<file path="src/rtl/axil_arbiter_2x1_if.sv">
// axil_if: AXI4-Lite bundle shared by the arbiter's requester and downstream ports.
//   Parameters: DW (data width), AW (address width); wstrb is DW/8 bits.
//   modport s_axil: slave side (sees requests, drives ready/response).
//   modport m_axil: master side (drives requests, sees ready/response).
// Handshake rule on every channel: a beat transfers on the rising clock edge
// where valid and ready are both 1; valid is held until that edge.
interface axil_if #(
  parameter int DW = 32,
  parameter int AW = 32
) ();
  logic [AW-1:0]   awaddr;
  logic            awvalid;
  logic            awready;
  logic [DW-1:0]   wdata;
  logic [DW/8-1:0] wstrb;
  logic            wvalid;
  logic            wready;
  logic [1:0]      bresp;
  logic            bvalid;
  logic            bready;
  logic [AW-1:0]   araddr;
  logic            arvalid;
  logic            arready;
  logic [DW-1:0]   rdata;
  logic [1:0]      rresp;
  logic            rvalid;
  logic            rready;

  modport s_axil (
    input  awaddr, awvalid, wdata, wstrb, wvalid, bready, araddr, arvalid, rready,
    output awready, wready, bresp, bvalid, arready, rdata, rresp, rvalid
  );

  modport m_axil (
    output awaddr, awvalid, wdata, wstrb, wvalid, bready, araddr, arvalid, rready,
    input  awready, wready, bresp, bvalid, arready, rdata, rresp, rvalid
  );
endinterface

</file>
<file path="src/rtl/axil_arbiter_2x1.sv">
// axil_arbiter_2x1: shares one downstream AXI-Lite slave between two requesters.
// Independent write (AW/W/B) and read (AR/R) arbiters; each holds its grant from
// address phase until the response handshake.
// Ports:
//   aclk, aresetn   clock (rising edge) and asynchronous active-low reset
//   s0_axil         requester 0 (slave side)
//   s1_axil         requester 1 (slave side)
//   m_axil          shared downstream slave (master side)
//   o_wr_state      write FSM state (0 idle, 1 addr, 2 resp) for observation
//   o_rd_state      read FSM state (0 idle, 1 addr, 2 resp) for observation
// Build option: define AXIL_ARB_FIXED_PRIO_EN for fixed priority (port 0 wins
// ties, no last-grant pointers); otherwise round-robin on ties.
// Handshake: a beat transfers when valid & ready are both 1 at a rising edge.
module axil_arbiter_2x1 #(
  parameter int AXI_DATA_WIDTH = 32,
  parameter int AXI_ADDR_WIDTH = 32
) (
  input  logic       aclk,
  input  logic       aresetn,
  axil_if.s_axil     s0_axil,
  axil_if.s_axil     s1_axil,
  axil_if.m_axil     m_axil,
  output logic [1:0] o_wr_state,
  output logic [1:0] o_rd_state
);
  typedef enum logic [1:0] {WR_IDLE = 2'd0, WR_ADDR = 2'd1, WR_RESP = 2'd2} wr_state_t;
  typedef enum logic [1:0] {RD_IDLE = 2'd0, RD_ADDR = 2'd1, RD_RESP = 2'd2} rd_state_t;

  wr_state_t r_wr_state, w_wr_next;
  rd_state_t r_rd_state, w_rd_next;
  logic r_wr_gnt, r_rd_gnt, r_aw_done, r_w_done;
  logic w_wr_req0, w_wr_req1, w_rd_req0, w_rd_req1, w_wr_pick, w_rd_pick;

  // Granted-port views of the request-side inputs
  logic                        w_sel_awvalid, w_sel_wvalid, w_sel_bready;
  logic                        w_sel_arvalid, w_sel_rready;
  logic [AXI_ADDR_WIDTH-1:0]   w_sel_awaddr, w_sel_araddr;
  logic [AXI_DATA_WIDTH-1:0]   w_sel_wdata;
  logic [AXI_DATA_WIDTH/8-1:0] w_sel_wstrb;
  logic w_fwd_awvalid, w_fwd_wvalid, w_fwd_arvalid;
  logic w_aw_hs, w_w_hs, w_b_hs, w_ar_hs, w_r_hs;

  assign w_wr_req0 = s0_axil.awvalid & s0_axil.wvalid;
  assign w_wr_req1 = s1_axil.awvalid & s1_axil.wvalid;
  assign w_rd_req0 = s0_axil.arvalid;
  assign w_rd_req1 = s1_axil.arvalid;

`ifdef AXIL_ARB_FIXED_PRIO_EN
  // Port 1 only when port 0 is not asking
  assign w_wr_pick = ~w_wr_req0;
  assign w_rd_pick = ~w_rd_req0;
`else
  logic r_wr_last, r_rd_last;
  // On a tie, the port not served last on this channel wins
  assign w_wr_pick = (w_wr_req0 & w_wr_req1) ? ~r_wr_last : w_wr_req1;
  assign w_rd_pick = (w_rd_req0 & w_rd_req1) ? ~r_rd_last : w_rd_req1;

  always_ff @(posedge aclk or negedge aresetn) begin
    if (!aresetn) begin
      r_wr_last <= 1'b1;
      r_rd_last <= 1'b1;
    end else begin
      if (w_b_hs) r_wr_last <= r_wr_gnt;
      if (w_r_hs) r_rd_last <= r_rd_gnt;
    end
  end
`endif

  assign w_sel_awvalid = r_wr_gnt ? s1_axil.awvalid : s0_axil.awvalid;
  assign w_sel_awaddr  = r_wr_gnt ? s1_axil.awaddr  : s0_axil.awaddr;
  assign w_sel_wvalid  = r_wr_gnt ? s1_axil.wvalid  : s0_axil.wvalid;
  assign w_sel_wdata   = r_wr_gnt ? s1_axil.wdata   : s0_axil.wdata;
  assign w_sel_wstrb   = r_wr_gnt ? s1_axil.wstrb   : s0_axil.wstrb;
  assign w_sel_bready  = r_wr_gnt ? s1_axil.bready  : s0_axil.bready;
  assign w_sel_arvalid = r_rd_gnt ? s1_axil.arvalid : s0_axil.arvalid;
  assign w_sel_araddr  = r_rd_gnt ? s1_axil.araddr  : s0_axil.araddr;
  assign w_sel_rready  = r_rd_gnt ? s1_axil.rready  : s0_axil.rready;

  // A channel that already handshook stops forwarding its valid
  assign w_fwd_awvalid = (r_wr_state == WR_ADDR) & w_sel_awvalid & ~r_aw_done;
  assign w_fwd_wvalid  = (r_wr_state == WR_ADDR) & w_sel_wvalid  & ~r_w_done;
  assign w_fwd_arvalid = (r_rd_state == RD_ADDR) & w_sel_arvalid;
  assign w_aw_hs = w_fwd_awvalid & m_axil.awready;
  assign w_w_hs  = w_fwd_wvalid  & m_axil.wready;
  assign w_ar_hs = w_fwd_arvalid & m_axil.arready;
  assign w_b_hs  = (r_wr_state == WR_RESP) & m_axil.bvalid & w_sel_bready;
  assign w_r_hs  = (r_rd_state == RD_RESP) & m_axil.rvalid & w_sel_rready;

  assign o_wr_state = r_wr_state;
  assign o_rd_state = r_rd_state;

  // ---------------- write arbiter ----------------
  always_comb begin
    w_wr_next = r_wr_state;
    case (r_wr_state)
      WR_IDLE: if (w_wr_req0 | w_wr_req1) w_wr_next = WR_ADDR;
      WR_ADDR: if ((r_aw_done | w_aw_hs) & (r_w_done | w_w_hs)) w_wr_next = WR_RESP;
      WR_RESP: if (w_b_hs) w_wr_next = WR_IDLE;
      default: w_wr_next = WR_IDLE;
    endcase
  end

  always_ff @(posedge aclk or negedge aresetn) begin
    if (!aresetn) begin
      r_wr_state <= WR_IDLE;
      r_wr_gnt   <= 1'b0;
      r_aw_done  <= 1'b0;
      r_w_done   <= 1'b0;
    end else begin
      r_wr_state <= w_wr_next;
      if (r_wr_state == WR_IDLE && (w_wr_req0 | w_wr_req1)) r_wr_gnt <= w_wr_pick;
      if (r_wr_state == WR_ADDR && w_wr_next == WR_ADDR) begin
        if (w_aw_hs) r_aw_done <= 1'b1;
        if (w_w_hs)  r_w_done  <= 1'b1;
      end else begin
        r_aw_done <= 1'b0;
        r_w_done  <= 1'b0;
      end
    end
  end

  always_comb begin
    m_axil.awvalid  = w_fwd_awvalid;
    m_axil.wvalid   = w_fwd_wvalid;
    m_axil.awaddr   = '0;
    m_axil.wdata    = '0;
    m_axil.wstrb    = '0;
    m_axil.bready   = 1'b0;
    s0_axil.awready = 1'b0;
    s0_axil.wready  = 1'b0;
    s0_axil.bvalid  = 1'b0;
    s0_axil.bresp   = '0;
    s1_axil.awready = 1'b0;
    s1_axil.wready  = 1'b0;
    s1_axil.bvalid  = 1'b0;
    s1_axil.bresp   = '0;
    if (r_wr_state == WR_ADDR) begin
      m_axil.awaddr = w_sel_awaddr;
      m_axil.wdata  = w_sel_wdata;
      m_axil.wstrb  = w_sel_wstrb;
      if (r_wr_gnt) begin
        s1_axil.awready = m_axil.awready & ~r_aw_done;
        s1_axil.wready  = m_axil.wready  & ~r_w_done;
      end else begin
        s0_axil.awready = m_axil.awready & ~r_aw_done;
        s0_axil.wready  = m_axil.wready  & ~r_w_done;
      end
    end else if (r_wr_state == WR_RESP) begin
      m_axil.bready = w_sel_bready;
      if (r_wr_gnt) begin
        s1_axil.bvalid = m_axil.bvalid;
        s1_axil.bresp  = m_axil.bresp;
      end else begin
        s0_axil.bvalid = m_axil.bvalid;
        s0_axil.bresp  = m_axil.bresp;
      end
    end
  end

  // ---------------- read arbiter ----------------
  always_comb begin
    w_rd_next = r_rd_state;
    case (r_rd_state)
      RD_IDLE: if (w_rd_req0 | w_rd_req1) w_rd_next = RD_ADDR;
      RD_ADDR: if (w_ar_hs) w_rd_next = RD_RESP;
      RD_RESP: if (w_r_hs) w_rd_next = RD_IDLE;
      default: w_rd_next = RD_IDLE;
    endcase
  end

  always_ff @(posedge aclk or negedge aresetn) begin
    if (!aresetn) begin
      r_rd_state <= RD_IDLE;
      r_rd_gnt   <= 1'b0;
    end else begin
      r_rd_state <= w_rd_next;
      if (r_rd_state == RD_IDLE && (w_rd_req0 | w_rd_req1)) r_rd_gnt <= w_rd_pick;
    end
  end

  always_comb begin
    m_axil.arvalid  = w_fwd_arvalid;
    m_axil.araddr   = '0;
    m_axil.rready   = 1'b0;
    s0_axil.arready = 1'b0;
    s0_axil.rvalid  = 1'b0;
    s0_axil.rdata   = '0;
    s0_axil.rresp   = '0;
    s1_axil.arready = 1'b0;
    s1_axil.rvalid  = 1'b0;
    s1_axil.rdata   = '0;
    s1_axil.rresp   = '0;
    if (r_rd_state == RD_ADDR) begin
      m_axil.araddr = w_sel_araddr;
      if (r_rd_gnt) s1_axil.arready = m_axil.arready;
      else          s0_axil.arready = m_axil.arready;
    end else if (r_rd_state == RD_RESP) begin
      m_axil.rready = w_sel_rready;
      if (r_rd_gnt) begin
        s1_axil.rvalid = m_axil.rvalid;
        s1_axil.rdata  = m_axil.rdata;
        s1_axil.rresp  = m_axil.rresp;
      end else begin
        s0_axil.rvalid = m_axil.rvalid;
        s0_axil.rdata  = m_axil.rdata;
        s0_axil.rresp  = m_axil.rresp;
      end
    end
  end
endmodule

</file>
<file path="src/flat_wrapper.sv">
// flat-port wrapper written by rule: the top's interface ports become plain ports
module axil_arbiter_2x1_flat 
#(
  parameter int AXI_DATA_WIDTH = 32,
  parameter int AXI_ADDR_WIDTH = 32
)
  (aclk, aresetn, o_wr_state, o_rd_state, s0_axil_awaddr, s0_axil_awvalid, s0_axil_wdata, s0_axil_wstrb, s0_axil_wvalid, s0_axil_bready, s0_axil_araddr, s0_axil_arvalid, s0_axil_rready, s0_axil_awready, s0_axil_wready, s0_axil_bresp, s0_axil_bvalid, s0_axil_arready, s0_axil_rdata, s0_axil_rresp, s0_axil_rvalid, s1_axil_awaddr, s1_axil_awvalid, s1_axil_wdata, s1_axil_wstrb, s1_axil_wvalid, s1_axil_bready, s1_axil_araddr, s1_axil_arvalid, s1_axil_rready, s1_axil_awready, s1_axil_wready, s1_axil_bresp, s1_axil_bvalid, s1_axil_arready, s1_axil_rdata, s1_axil_rresp, s1_axil_rvalid, m_axil_awaddr, m_axil_awvalid, m_axil_wdata, m_axil_wstrb, m_axil_wvalid, m_axil_bready, m_axil_araddr, m_axil_arvalid, m_axil_rready, m_axil_awready, m_axil_wready, m_axil_bresp, m_axil_bvalid, m_axil_arready, m_axil_rdata, m_axil_rresp, m_axil_rvalid);
  axil_if #(.DW((32)), .AW((32))) s0_axil_i ();
  axil_if #(.DW((32)), .AW((32))) s1_axil_i ();
  axil_if #(.DW((32)), .AW((32))) m_axil_i ();
  input  logic aclk;
  input  logic aresetn;
  output logic [1:0] o_wr_state;
  output logic [1:0] o_rd_state;
  input wire logic [$bits(s0_axil_i.awaddr)-1:0] s0_axil_awaddr;
  input wire logic [$bits(s0_axil_i.awvalid)-1:0] s0_axil_awvalid;
  input wire logic [$bits(s0_axil_i.wdata)-1:0] s0_axil_wdata;
  input wire logic [$bits(s0_axil_i.wstrb)-1:0] s0_axil_wstrb;
  input wire logic [$bits(s0_axil_i.wvalid)-1:0] s0_axil_wvalid;
  input wire logic [$bits(s0_axil_i.bready)-1:0] s0_axil_bready;
  input wire logic [$bits(s0_axil_i.araddr)-1:0] s0_axil_araddr;
  input wire logic [$bits(s0_axil_i.arvalid)-1:0] s0_axil_arvalid;
  input wire logic [$bits(s0_axil_i.rready)-1:0] s0_axil_rready;
  output wire logic [$bits(s0_axil_i.awready)-1:0] s0_axil_awready;
  output wire logic [$bits(s0_axil_i.wready)-1:0] s0_axil_wready;
  output wire logic [$bits(s0_axil_i.bresp)-1:0] s0_axil_bresp;
  output wire logic [$bits(s0_axil_i.bvalid)-1:0] s0_axil_bvalid;
  output wire logic [$bits(s0_axil_i.arready)-1:0] s0_axil_arready;
  output wire logic [$bits(s0_axil_i.rdata)-1:0] s0_axil_rdata;
  output wire logic [$bits(s0_axil_i.rresp)-1:0] s0_axil_rresp;
  output wire logic [$bits(s0_axil_i.rvalid)-1:0] s0_axil_rvalid;
  input wire logic [$bits(s1_axil_i.awaddr)-1:0] s1_axil_awaddr;
  input wire logic [$bits(s1_axil_i.awvalid)-1:0] s1_axil_awvalid;
  input wire logic [$bits(s1_axil_i.wdata)-1:0] s1_axil_wdata;
  input wire logic [$bits(s1_axil_i.wstrb)-1:0] s1_axil_wstrb;
  input wire logic [$bits(s1_axil_i.wvalid)-1:0] s1_axil_wvalid;
  input wire logic [$bits(s1_axil_i.bready)-1:0] s1_axil_bready;
  input wire logic [$bits(s1_axil_i.araddr)-1:0] s1_axil_araddr;
  input wire logic [$bits(s1_axil_i.arvalid)-1:0] s1_axil_arvalid;
  input wire logic [$bits(s1_axil_i.rready)-1:0] s1_axil_rready;
  output wire logic [$bits(s1_axil_i.awready)-1:0] s1_axil_awready;
  output wire logic [$bits(s1_axil_i.wready)-1:0] s1_axil_wready;
  output wire logic [$bits(s1_axil_i.bresp)-1:0] s1_axil_bresp;
  output wire logic [$bits(s1_axil_i.bvalid)-1:0] s1_axil_bvalid;
  output wire logic [$bits(s1_axil_i.arready)-1:0] s1_axil_arready;
  output wire logic [$bits(s1_axil_i.rdata)-1:0] s1_axil_rdata;
  output wire logic [$bits(s1_axil_i.rresp)-1:0] s1_axil_rresp;
  output wire logic [$bits(s1_axil_i.rvalid)-1:0] s1_axil_rvalid;
  output wire logic [$bits(m_axil_i.awaddr)-1:0] m_axil_awaddr;
  output wire logic [$bits(m_axil_i.awvalid)-1:0] m_axil_awvalid;
  output wire logic [$bits(m_axil_i.wdata)-1:0] m_axil_wdata;
  output wire logic [$bits(m_axil_i.wstrb)-1:0] m_axil_wstrb;
  output wire logic [$bits(m_axil_i.wvalid)-1:0] m_axil_wvalid;
  output wire logic [$bits(m_axil_i.bready)-1:0] m_axil_bready;
  output wire logic [$bits(m_axil_i.araddr)-1:0] m_axil_araddr;
  output wire logic [$bits(m_axil_i.arvalid)-1:0] m_axil_arvalid;
  output wire logic [$bits(m_axil_i.rready)-1:0] m_axil_rready;
  input wire logic [$bits(m_axil_i.awready)-1:0] m_axil_awready;
  input wire logic [$bits(m_axil_i.wready)-1:0] m_axil_wready;
  input wire logic [$bits(m_axil_i.bresp)-1:0] m_axil_bresp;
  input wire logic [$bits(m_axil_i.bvalid)-1:0] m_axil_bvalid;
  input wire logic [$bits(m_axil_i.arready)-1:0] m_axil_arready;
  input wire logic [$bits(m_axil_i.rdata)-1:0] m_axil_rdata;
  input wire logic [$bits(m_axil_i.rresp)-1:0] m_axil_rresp;
  input wire logic [$bits(m_axil_i.rvalid)-1:0] m_axil_rvalid;
  assign s0_axil_i.awaddr = s0_axil_awaddr;
  assign s0_axil_i.awvalid = s0_axil_awvalid;
  assign s0_axil_i.wdata = s0_axil_wdata;
  assign s0_axil_i.wstrb = s0_axil_wstrb;
  assign s0_axil_i.wvalid = s0_axil_wvalid;
  assign s0_axil_i.bready = s0_axil_bready;
  assign s0_axil_i.araddr = s0_axil_araddr;
  assign s0_axil_i.arvalid = s0_axil_arvalid;
  assign s0_axil_i.rready = s0_axil_rready;
  assign s0_axil_awready = s0_axil_i.awready;
  assign s0_axil_wready = s0_axil_i.wready;
  assign s0_axil_bresp = s0_axil_i.bresp;
  assign s0_axil_bvalid = s0_axil_i.bvalid;
  assign s0_axil_arready = s0_axil_i.arready;
  assign s0_axil_rdata = s0_axil_i.rdata;
  assign s0_axil_rresp = s0_axil_i.rresp;
  assign s0_axil_rvalid = s0_axil_i.rvalid;
  assign s1_axil_i.awaddr = s1_axil_awaddr;
  assign s1_axil_i.awvalid = s1_axil_awvalid;
  assign s1_axil_i.wdata = s1_axil_wdata;
  assign s1_axil_i.wstrb = s1_axil_wstrb;
  assign s1_axil_i.wvalid = s1_axil_wvalid;
  assign s1_axil_i.bready = s1_axil_bready;
  assign s1_axil_i.araddr = s1_axil_araddr;
  assign s1_axil_i.arvalid = s1_axil_arvalid;
  assign s1_axil_i.rready = s1_axil_rready;
  assign s1_axil_awready = s1_axil_i.awready;
  assign s1_axil_wready = s1_axil_i.wready;
  assign s1_axil_bresp = s1_axil_i.bresp;
  assign s1_axil_bvalid = s1_axil_i.bvalid;
  assign s1_axil_arready = s1_axil_i.arready;
  assign s1_axil_rdata = s1_axil_i.rdata;
  assign s1_axil_rresp = s1_axil_i.rresp;
  assign s1_axil_rvalid = s1_axil_i.rvalid;
  assign m_axil_awaddr = m_axil_i.awaddr;
  assign m_axil_awvalid = m_axil_i.awvalid;
  assign m_axil_wdata = m_axil_i.wdata;
  assign m_axil_wstrb = m_axil_i.wstrb;
  assign m_axil_wvalid = m_axil_i.wvalid;
  assign m_axil_bready = m_axil_i.bready;
  assign m_axil_araddr = m_axil_i.araddr;
  assign m_axil_arvalid = m_axil_i.arvalid;
  assign m_axil_rready = m_axil_i.rready;
  assign m_axil_i.awready = m_axil_awready;
  assign m_axil_i.wready = m_axil_wready;
  assign m_axil_i.bresp = m_axil_bresp;
  assign m_axil_i.bvalid = m_axil_bvalid;
  assign m_axil_i.arready = m_axil_arready;
  assign m_axil_i.rdata = m_axil_rdata;
  assign m_axil_i.rresp = m_axil_rresp;
  assign m_axil_i.rvalid = m_axil_rvalid;
  axil_arbiter_2x1 #(.AXI_DATA_WIDTH(AXI_DATA_WIDTH), .AXI_ADDR_WIDTH(AXI_ADDR_WIDTH)) u_core (.aclk(aclk), .aresetn(aresetn), .s0_axil(s0_axil_i), .s1_axil(s1_axil_i), .m_axil(m_axil_i), .o_wr_state(o_wr_state), .o_rd_state(o_rd_state));
endmodule
</file>
<file path="config.mk">
export PLATFORM = sky130hd
export DESIGN_NAME = axil_arbiter_2x1_flat
export DESIGN_NICKNAME = d
export VERILOG_FILES = /design/src/rtl/axil_arbiter_2x1_if.sv /design/src/rtl/axil_arbiter_2x1.sv /design/src/flat_wrapper.sv
export SDC_FILE = /design/constraint.sdc
export NUM_CORES = 1
export LEC_CHECK = 0
export BUFFER_PORTS_ARGS = -buffer_cell sky130_fd_sc_hd__buf_4
export CAP_MARGIN = 20
export CORE_AREA = 2 2 174 176
export CTS_BUF_LIST = sky130_fd_sc_hd__clkbuf_16
export CTS_CLUSTER_DIAMETER = 30
export DETAILED_ROUTE_END_ITERATION = 8
export DIE_AREA = 0 0 176 178
export GPL_ROUTABILITY_DRIVEN = 1
export HOLD_SLACK_MARGIN = 0.06
export PLACE_DENSITY = 0.41
export SETUP_SLACK_MARGIN = 0.4
export SYNTH_ARGS = -nofsm -noshare
export SYNTH_HDL_FRONTEND = slang
export SYNTH_SLANG_ARGS = --single-unit
</file>
<file path="constraint.sdc">
create_clock -name aclk -period 3.05 [get_ports aclk]
set_input_delay 0.4575 -clock aclk [delete_from_list [all_inputs] [get_ports aclk]]
set_output_delay 0.4575 -clock aclk [all_outputs]
set_load 0.03 [all_outputs]
</file>
### Word-level counts from Yosys, hierarchy flattened

Cells that the tools add are included.

| word-level totals | value |
|---|---|
| bits in registers | 10 |
| bits of input ports | 253 |
| output and inout bits | 191 |
| logic and storage cells | 124 |

| operators by class | value |
|---|---|
| eq/ne operators | 10 |
| multiplexer cells | 73 |
| bitwise operators | 27 |
| reductions and logical operators | 6 |

Operator list:

| kind | number |
|---|---|
| 32-bit 2-to-1 mux | 12 |
| 1-bit 2-to-1 mux | 39 |
| 2-bit 2-to-1 mux | 18 |
| 1-bit bitwise AND | 19 |
| 2-bit case mux with 3 select lines | 2 |
| 2-bit by 1-bit != test with 1-bit output (second input constant) | 5 |
| 4-bit 2-to-1 mux | 2 |
| 2-bit by 1-bit equality test with 1-bit output (second input constant) | 3 |
| 2-bit equality test (second input constant) | 2 |
| 2-bit zero test | 2 |
| 1-bit inverter | 4 |
| 1-bit bitwise OR | 4 |
| 1-bit logical AND | 3 |
| 3-bit AND reduction | 1 |

### Longest topological paths before layout

Gate-level depths: netlist of the first run.

| logic depth | value |
|---|---|
| depth after elaboration | 11 |
| gate-level depth with buffers | 5 |
| mapped depth without buffers | 4 |

### Worst setup path before layout of the first run

OpenSTA, ideal clock, no wires.

| path | value |
|---|---|
| kind | register -> output |
| from | reg u_core.r_wr_state[1], in the netlist u_core.o_wr_state[1] |
| to | out s0_axil_awready |
| arrival | 1.974 ns |
| required time | 2.592 ns |
| setup slack | 0.619 ns |
| stages on the path, launching flop included | 4 |
| buffers on the path | 1 |
| cell sequence | dfrtp_1 -> nand2b_1 -> buf_2 -> nor4b_1 |

| on the way | value |
|---|---|
| word-level cells in the longest chain between the ends | 2 |

Ends and longest elaborated chain:

| item | line | text |
|---|---|---|
| start: declaration | axil_arbiter_2x1.sv:29 | `wr_state_t r_wr_state, w_wr_next;` |
| start signal: assignment | axil_arbiter_2x1.sv:110 | `r_wr_state <= w_wr_next;` |
| 2-bit by 1-bit equality test with 1-bit output | axil_arbiter_2x1.sv:137 | `if (r_wr_state == WR_ADDR) begin` |
| 1-bit 2-to-1 mux | axil_arbiter_2x1.sv:137 |  |
| end: declaration | flat_wrapper.sv:24 | `output wire logic [$bits(s0_axil_i.awready)-1:0] s0_axil_awready;` |

Every way passes these cells.

### Final worst setup path of the first run

| path | value |
|---|---|
| from | reg u_core.r_wr_gnt |
| to | out m_axil_awaddr[30] |

| on the way | value |
|---|---|
| word-level cells in the longest chain between the ends | 2 |

Ends and longest elaborated chain:

| item | line | text |
|---|---|---|
| start: declaration | axil_arbiter_2x1.sv:31 | `logic r_wr_gnt, r_rd_gnt, r_aw_done, r_w_done;` |
| start signal: assignment | axil_arbiter_2x1.sv:111 | `if (r_wr_state == WR_IDLE && (w_wr_req0 \| w_wr_req1)) r_wr_gnt <= w_wr_pick;` |
| 32-bit 2-to-1 mux | axil_arbiter_2x1.sv:70 | `assign w_sel_awaddr = r_wr_gnt ? s1_axil.awaddr : s0_axil.awaddr;` |
| 32-bit 2-to-1 mux | axil_arbiter_2x1.sv:137 |  |
| end: declaration | flat_wrapper.sv:49 | `output wire logic [$bits(m_axil_i.awaddr)-1:0] m_axil_awaddr;` |

Every way passes these cells.

==> run summary, run 1 <==
Worst-case clock buffer depth = 2
Die H = 178 um
Mapped Nets = 635
Layout area overhead = 145%
Slew Viols, Final = 0
Initial Utilization = 0.0898
Post-synthesis register bit count = 10
RSZ-0062 raised after global routing = false
Final #Nets = 1058
Clock sinks = 10
Relative slew slack = 0.571
Combinational share of power = 0.889
Cell Area, Placed = 6390 um^2
Switching power = 3.45 mW
# IOs = 444
Outcome = completed
Avg Cell Area, Syn = 6.91 um^2
Worst R2R Setup Slack = 1.12 ns
GR Overflow Total = 0
Core area = 29400 um^2
DIE AREA = 31300 um^2
Fmax = 408 MHz
Total number of yosys warnings = 0
Largest net degree at the start of global routing = 39
Tmin final = 2.45 ns
Largest cells by area after synthesis = mux2i_1 39%, nor2_1 16%, and3_1 8.8%
P_int = 2.35 mW
Post-Syn Instances = 382
Clock power frac = 0.041
Top cell type's share of synthesized area = 0.387
CP Data Required Time = 2.59 ns
Root Buffer = clkbuf_16
Final HPWL DP = 17900 um
Clock tree from TritonCTS = done
Layout cell share with drive strength beyond 1 = 0.578
First-pass GRT wire length = 27800 um
Max rail drop VDD = 0.560 mV
Final ANT Viol Nets = 0
Clock buffer count from CTS = 3
Residual DRC = 0
Worst-path clk slew = 0.05 ns
Post-DR wirelength/cell = 17.2 um
CP endpoint kind = output pin
Maxcap violations = 0
Mapped Area = 2640 um^2
Initial drt markers = 123
Startpoint types = register
Post-CTS Setup Bufs = 0
Fin Clk Skew = 0.000900 ns
Die width = 176 um
Total GRT Usage = 0.119
Buffers on Ports = 443
Switching share of power = 0.595
Post-route clock period utilization = 0.803
Sequential fraction of the synthesis area = 0.0957
Commonest non-fill, non-tap cell in the layout = buf_4
Hold Path Class = input pin to register
Final GP Congestion = 0.721
CTS H-Tree Depth = 1
Flop pwr share = 0.070
Number of global-route vias before repair = 4287
Tightest Pin Transition = 0.644 ns
Row count = 63
Detailed Routing Iterations Pass 1 = 4
Final TNS setup = 0 ns
Pwr dens = 895 nW/um^2
Commonest cells after routing, fill and taps aside = 452 x buf_4, 113 x nor2_1, 102 x mux2i_1
CP Class = register to output pin
Final Hold Viols = 0
Final setup fails = 0
Fillers = 3291
Vias = 4362
Cell taking the most area after synthesis = mux2i_1
Antenna violations before repair = 1
Post-Route WL = 20500 um
Design area = 6480 um^2
Ant diodes = 0
LEAKAGE = 3.70 nW
Crit Path Max Fanout = 38
Worst endpoint data arrival time = 1.99 ns
Clock Latency Late Sink = 0.24 ns
Synth cell types = 32
Vias/cell = 3.65
[kinds of logic (layout without fill, tap and decap cells)]
kind of cell	count (synthesis)	count (layout)	synth area share
multiplexers	105	105	0.402
AND/OR/NAND/NOR	215	215	0.398
buffers and inverters	36	458	0.0597
flip-flops	10	10	0.0957
AO/OA/AOI/OAI	16	16	0.0441
[metrics by stage]
step / hold WS (ns) / setup slack, ns / utilization / cells / power [mW]
final: 0.426 / 0.600 / 0.221 / 1194 / 5.80
after global placement: 0.313 / 0.849 / 0.217 / 1189 / 5.65
after global routing: 0.434 / 0.467 / 0.221 / 1194 / 6.19
after floorplan: 0.162 / 0.619 / - / 382 / 3.61
after detailed placement: 0.315 / 0.843 / 0.217 / 1189 / 5.63
after CTS: 0.419 / 0.579 / 0.221 / 1194 / 5.90
[routing by layer]
metal / vias up / part of all wire / track usage
met5: - / 0.00039 / 0
met4: 2 / 0.0032 / 0.0103
met3: 4 / 0.084 / 0.0296
li1: 2153 / - / -
met2: 266 / 0.53 / 0.235
met1: 1937 / 0.38 / 0.132
[state kept, by name, indices dropped and copies added (netlist names)]
register           flops
u_core.o_rd_state      2
u_core.o_wr_state      2
u_core.r_aw_done       1
u_core.r_rd_gnt        1
u_core.r_rd_last       1
u_core.r_w_done        1
u_core.r_wr_gnt        1
u_core.r_wr_last       1
[final timing paths]
| kind | depth (start not counted) | from | end |
|---|---|---|---|
| max | 4 | u_core.r_wr_gnt | m_axil_awaddr[30] |
| min | 2 | m_axil_wready | u_core.r_aw_done |
| max reg2reg | 4 | u_core.r_wr_gnt | u_core.o_wr_state[1] |
| min reg2reg | 1 | u_core.r_w_done | u_core.r_aw_done |
| max in group asynchronous | 2 | aresetn | u_core.r_rd_last |
| min in group asynchronous | 2 | aresetn | u_core.r_aw_done |
[synthesized netlist by cell type, drive strengths merged]
cell type,n
nor2,113
mux2i,102
and3,37
and2,36
buf,18
clkbuf,18
nand2,9
dfrtp,8
a31oi,5
nand2b,4
nor2b,4
mux2,3
a2111oi,2
a21oi,2
a22o,2
and4b,2
dfstp,2
nand3,2
nor3,2
nor3b,2
nor4b,2
a32o,1
a41oi,1
and2b,1
nand3b,1
o21ai,1
o22ai,1
o32ai,1
[area by class of cell]
| class | count | area [um^2] | share of cell area |
|---|---|---|---|
| timing repair buffer | 454 | 3420 | 0.528 |
| multi-input combinational | 336 | 2240 | 0.345 |
| tap | 390 | 488 | 0.0753 |
| sequential | 10 | 258 | 0.0398 |
| clock buffer | 3 | 75.1 | 0.0116 |
| clock inverter | 1 | 3.75 | 0.000579 |
[what timing repair did]
action                     CTS  global route
hold buffers                 1             0
gates resized for setup      0             0
setup endpoints to repair    0             0
hold endpoints to repair     5             0
[worst max-delay path, cell delays in order (launching register included)]
cell	delay (ns)
dfrtp_4	0.83
buf_4	0.41
mux2i_1	0.23
nor2_1	0.06
buf_4	0.18
[power groups by stage]
stage | clock network (mW) | logic, mW | registers (mW)
finish | 0.237 | 5.16 | 0.405
global route | 0.258 | 5.50 | 0.428
CTS | 0.250 | 5.23 | 0.413
detailed placement | 0 | 5.21 | 0.415
global placement | 0 | 5.24 | 0.414
floorplan | 0 | 3.34 | 0.275
(Power assumes the default switching activity.)
==> run 2: changes to the inputs <==
--- a/config.mk
+++ b/config.mk
@@ -5,6 +5,7 @@
 export SDC_FILE = /design/constraint.sdc
 export NUM_CORES = 1
 export LEC_CHECK = 0
+export ABC_AREA = 1
 export BUFFER_PORTS_ARGS = -buffer_cell sky130_fd_sc_hd__buf_4
 export CAP_MARGIN = 20
 export CORE_AREA = 2 2 174 176
@@ -14,7 +15,7 @@
 export DIE_AREA = 0 0 176 178
 export GPL_ROUTABILITY_DRIVEN = 1
 export HOLD_SLACK_MARGIN = 0.06
-export PLACE_DENSITY = 0.41
+export PLACE_DENSITY = 0.4
 export SETUP_SLACK_MARGIN = 0.4
 export SYNTH_ARGS = -nofsm -noshare
 export SYNTH_HDL_FRONTEND = slang
==> constraint.sdc (replaced) <==
create_clock -name aclk -period 2.5 [get_ports aclk]
set_input_delay 0.375 -clock aclk [delete_from_list [all_inputs] [get_ports aclk]]
set_output_delay 0.375 -clock aclk [all_outputs]
set_load 0.03 [all_outputs]
==> run summary, run 2 <==
Outcome = completed
DIE AREA = 31300 um^2 (unchanged)
Vias = 5099 (+17%)
Post-synth top cells = 238 x nand2_1, 101 x a21oi_1, 89 x nor2_1
Initial Utilization = 0.0846 (-0.00519)
Hold Path Class = input pin to register
Setup crit start = u_core.r_rd_gnt
Top cell by count, worst path = buf_4
Vias/cell = 3.74 (+2.3%)
Layout cell share with drive strength beyond 1 = 0.480 (-0.0984)
Clock tree from TritonCTS = done
Slew Viols, Final = 0 (unchanged)
Multi-input gate area = 1860 um^2 (-17%)
FF+latch area = 256 um^2 (-0.49%)
Clock sinks = 10 (unchanged)
Final setup fails = 0 (unchanged)
Tightest Pin Transition = 0.517 ns (-0.127 ns)
Initial drt markers = 150 (+22%)
Detailed Routing Iterations Pass 1 = 5 (+1)
Final ANT Viol Nets = 0 (unchanged)
EDFF count, synth = 0 (unchanged)
RSZ-0062 raised after global routing = true
Die width = 176 um (unchanged)
Worst-case clock buffer depth = 2 (unchanged)
M2 GR Usage = 0.253 (+0.0185)
Worst endpoint data arrival time = 1.69 ns (-0.30 ns)
Slowest CP cell = inv_2
Final Hold Viols = 0 (unchanged)
Number of global-route vias before repair = 4914 (+15%)
Synth Flop Type = dfrtp_1
Post-synthesis register bit count = 10 (unchanged)
LEAKAGE = 3.66 nW (-1.1%)
GR Overflow Total = 0 (unchanged)
Clock Latency Late Sink = 0.23 ns (about the same)
Most numerous cell in the Yosys netlist = nand2_1
Largest net degree at the start of global routing = 51 (+31%)
Fmax = 484 MHz
Largest cells by area after synthesis = nand2_1 36%, a21oi_1 20%, nor2_1 13%
Residual DRC = 0 (unchanged)
Maxcap violations = 0 (unchanged)
Root Buffer = clkbuf_16
Top cell type's share of synthesized area = 0.359 (-0.0276)
Sequential fraction of the synthesis area = 0.102 (+0.00587)
Fillers = 3518 (+6.9%)
# IOs = 444 (unchanged)
Total number of yosys warnings = 0 (unchanged)
Met1 Usage GRT = 0.154 (+0.0218)
Startpoint types = register
Synth cell types = 22 (-31%)
Final #Nets = 1227 (+16%)
Avg Cell Area, Syn = 4.52 um^2 (-35%)
Total GRT Usage = 0.135 (+0.0160)
Utilization after layout = 0.217 (-0.00400)
Layout area overhead = 156%
Clock buffer count from CTS = 3 (unchanged)
Cell taking the most area after synthesis = nand2_1
Post-route clock period utilization = 0.827
Ys async rst share = 1.00 (unchanged)
CTS H-Tree Depth = 1 (unchanged)
Row count = 63 (unchanged)
Mapped Area = 2490 um^2 (-5.8%)
Buffers on Ports = 443 (unchanged)
Commonest cells after routing, fill and taps aside = 452 x buf_4, 237 x nand2_1, 101 x a21oi_1
Post-Syn Instances = 551 (+44%)
Final GP Congestion = 0.796 (+10%)
Relative slew slack = 0.655 (+0.0841)
Antenna violations before repair = 3 (+2)
Crit Path Max Fanout = 27 (-29%)
Worst-path clk slew = 0.04 ns (about the same)
Core area = 29400 um^2 (unchanged)
GR peak layer = met2
Commonest non-fill, non-tap cell in the layout = buf_4
Crit path cell chain = inv_2, buf_4, nand2_1, a21oi_1, buf_4
Met3 Usage GRT = 0.0469 (+0.0173)
Final TNS setup = 0 ns (unchanged)
Tmin final = 2.07 ns
Die H = 178 um (unchanged)
Reg-to-reg startpoint = u_core.o_rd_state[0]
CP endpoint kind = output pin
Max rail drop VDD = 0.448 mV (-20%)
Pwr dens = 1050 nW/um^2 (+17%)
Final HPWL DP = 20000 um (+12%)
CP Class = register to output pin
Worst path max stage delay = 0.39 ns (-0.44 ns)
CP Data Required Time = 2.12 ns (-0.47 ns)
Post-DR wirelength/cell = 16.9 um (-1.8%)
Fin Clk Skew = 0.000442 ns (-0.000458 ns)
Mapped Nets = 804 (+27%)
Hold_sp = m_axil_arready
First-pass GRT wire length = 31400 um (+13%)
Post-Route WL = 23000 um (+12%)
## run 2: cell types whose count changed after synthesis, sizes merged, moves of 3 or more
cell    before  now
a31oi        5    0
and2        36    0
a21oi        2  101
nand2b       4    0
mux2         3    0
buf         18   26
and3        37    0
clkbuf      18   12
inv          0   55
mux2i      102    0
nand2        9  239
nor2       113   89
nor2b        4    0
o21ai        1    5
## run 2: kinds of logic (layout without fill, tap and decap cells)
family	after synthesis	in the layout	share of synthesized area
other	0	2	0
AND/OR/NAND/NOR	338	338	0.519
buffers and inverters	93	515	0.154
AO/OA/AOI/OAI	110	110	0.226
flip-flops	10	10	0.102
## run 2: final timing paths
kind	end	slack, ns	cells after the start
worst max-delay path	m_axil_araddr[19]	0.43	5
worst min-delay path	u_core.o_rd_state[1]	0.40	3
worst max register to register	u_core.o_rd_state[0]	1.09	7
worst min register to register	u_core.r_wr_last	0.48	2
max in group asynchronous	u_core.r_rd_last	1.74	2
min in group asynchronous	u_core.r_w_done	0.53	2
## run 2: area by class of cell
class,instances,share of cell area
Antenna cell,2,0.000786
Tap cell,390,0.0767
Inverter,55,0.0332
Sequential cell,10,0.0403
Clock buffer,3,0.0118
Multi-Input combinational cell,448,0.291
Timing Repair Buffer,456,0.545
Clock inverter,1,0.000590
## run 2: per-stage QoR
step	worst slack (ns)	hold slack (ns)	power [mW]	std cells	area, um^2
after floorplan	0.561	0.0794	3.96	551	2490
after global placement	0.493	0.227	6.42	1354	6210
after detailed placement	0.516	0.228	6.39	1354	6210
after CTS	0.371	0.400	6.79	1361	6350
after global routing	0.306	0.431	7.18	1363	6360
final	0.433	0.399	6.69	1365	6370
## run 2: routing by layer
| layer | routed length [um] | vias up |
|---|---|---|
| met3 | 2360 | 8 |
| met4 | 70 | 4 |
| met5 | 34 | - |
| li1 | - | 2538 |
| met1 | 8940 | 2268 |
| met2 | 11600 | 281 |
## run 2: timing repair
action,CTS,global route
resized for setup,1,4
buffers inserted,1,2
hold endpoints to repair,8,0
cloned,1,0
endpoints found under the setup margin,71,107
hold buffers,1,0
## run 2: worst max-delay path: cells and delay by family (launching register included)
| kind | cells | cell delay (ns) |
|---|---|---|
| compound gates | 1 | 0.16 |
| flops | 1 | 0.38 |
| buf+inv | 3 | 0.85 |
| simple gates | 1 | 0.06 |
## run 2: power breakdown
part           internal, mW  total, mW  switching, mW  leakage, nW
Clock                 0.211      0.297         0.0863       0.0385
Sequential            0.243      0.306         0.0634        0.121
Combinational          2.03       6.09           4.06         3.50
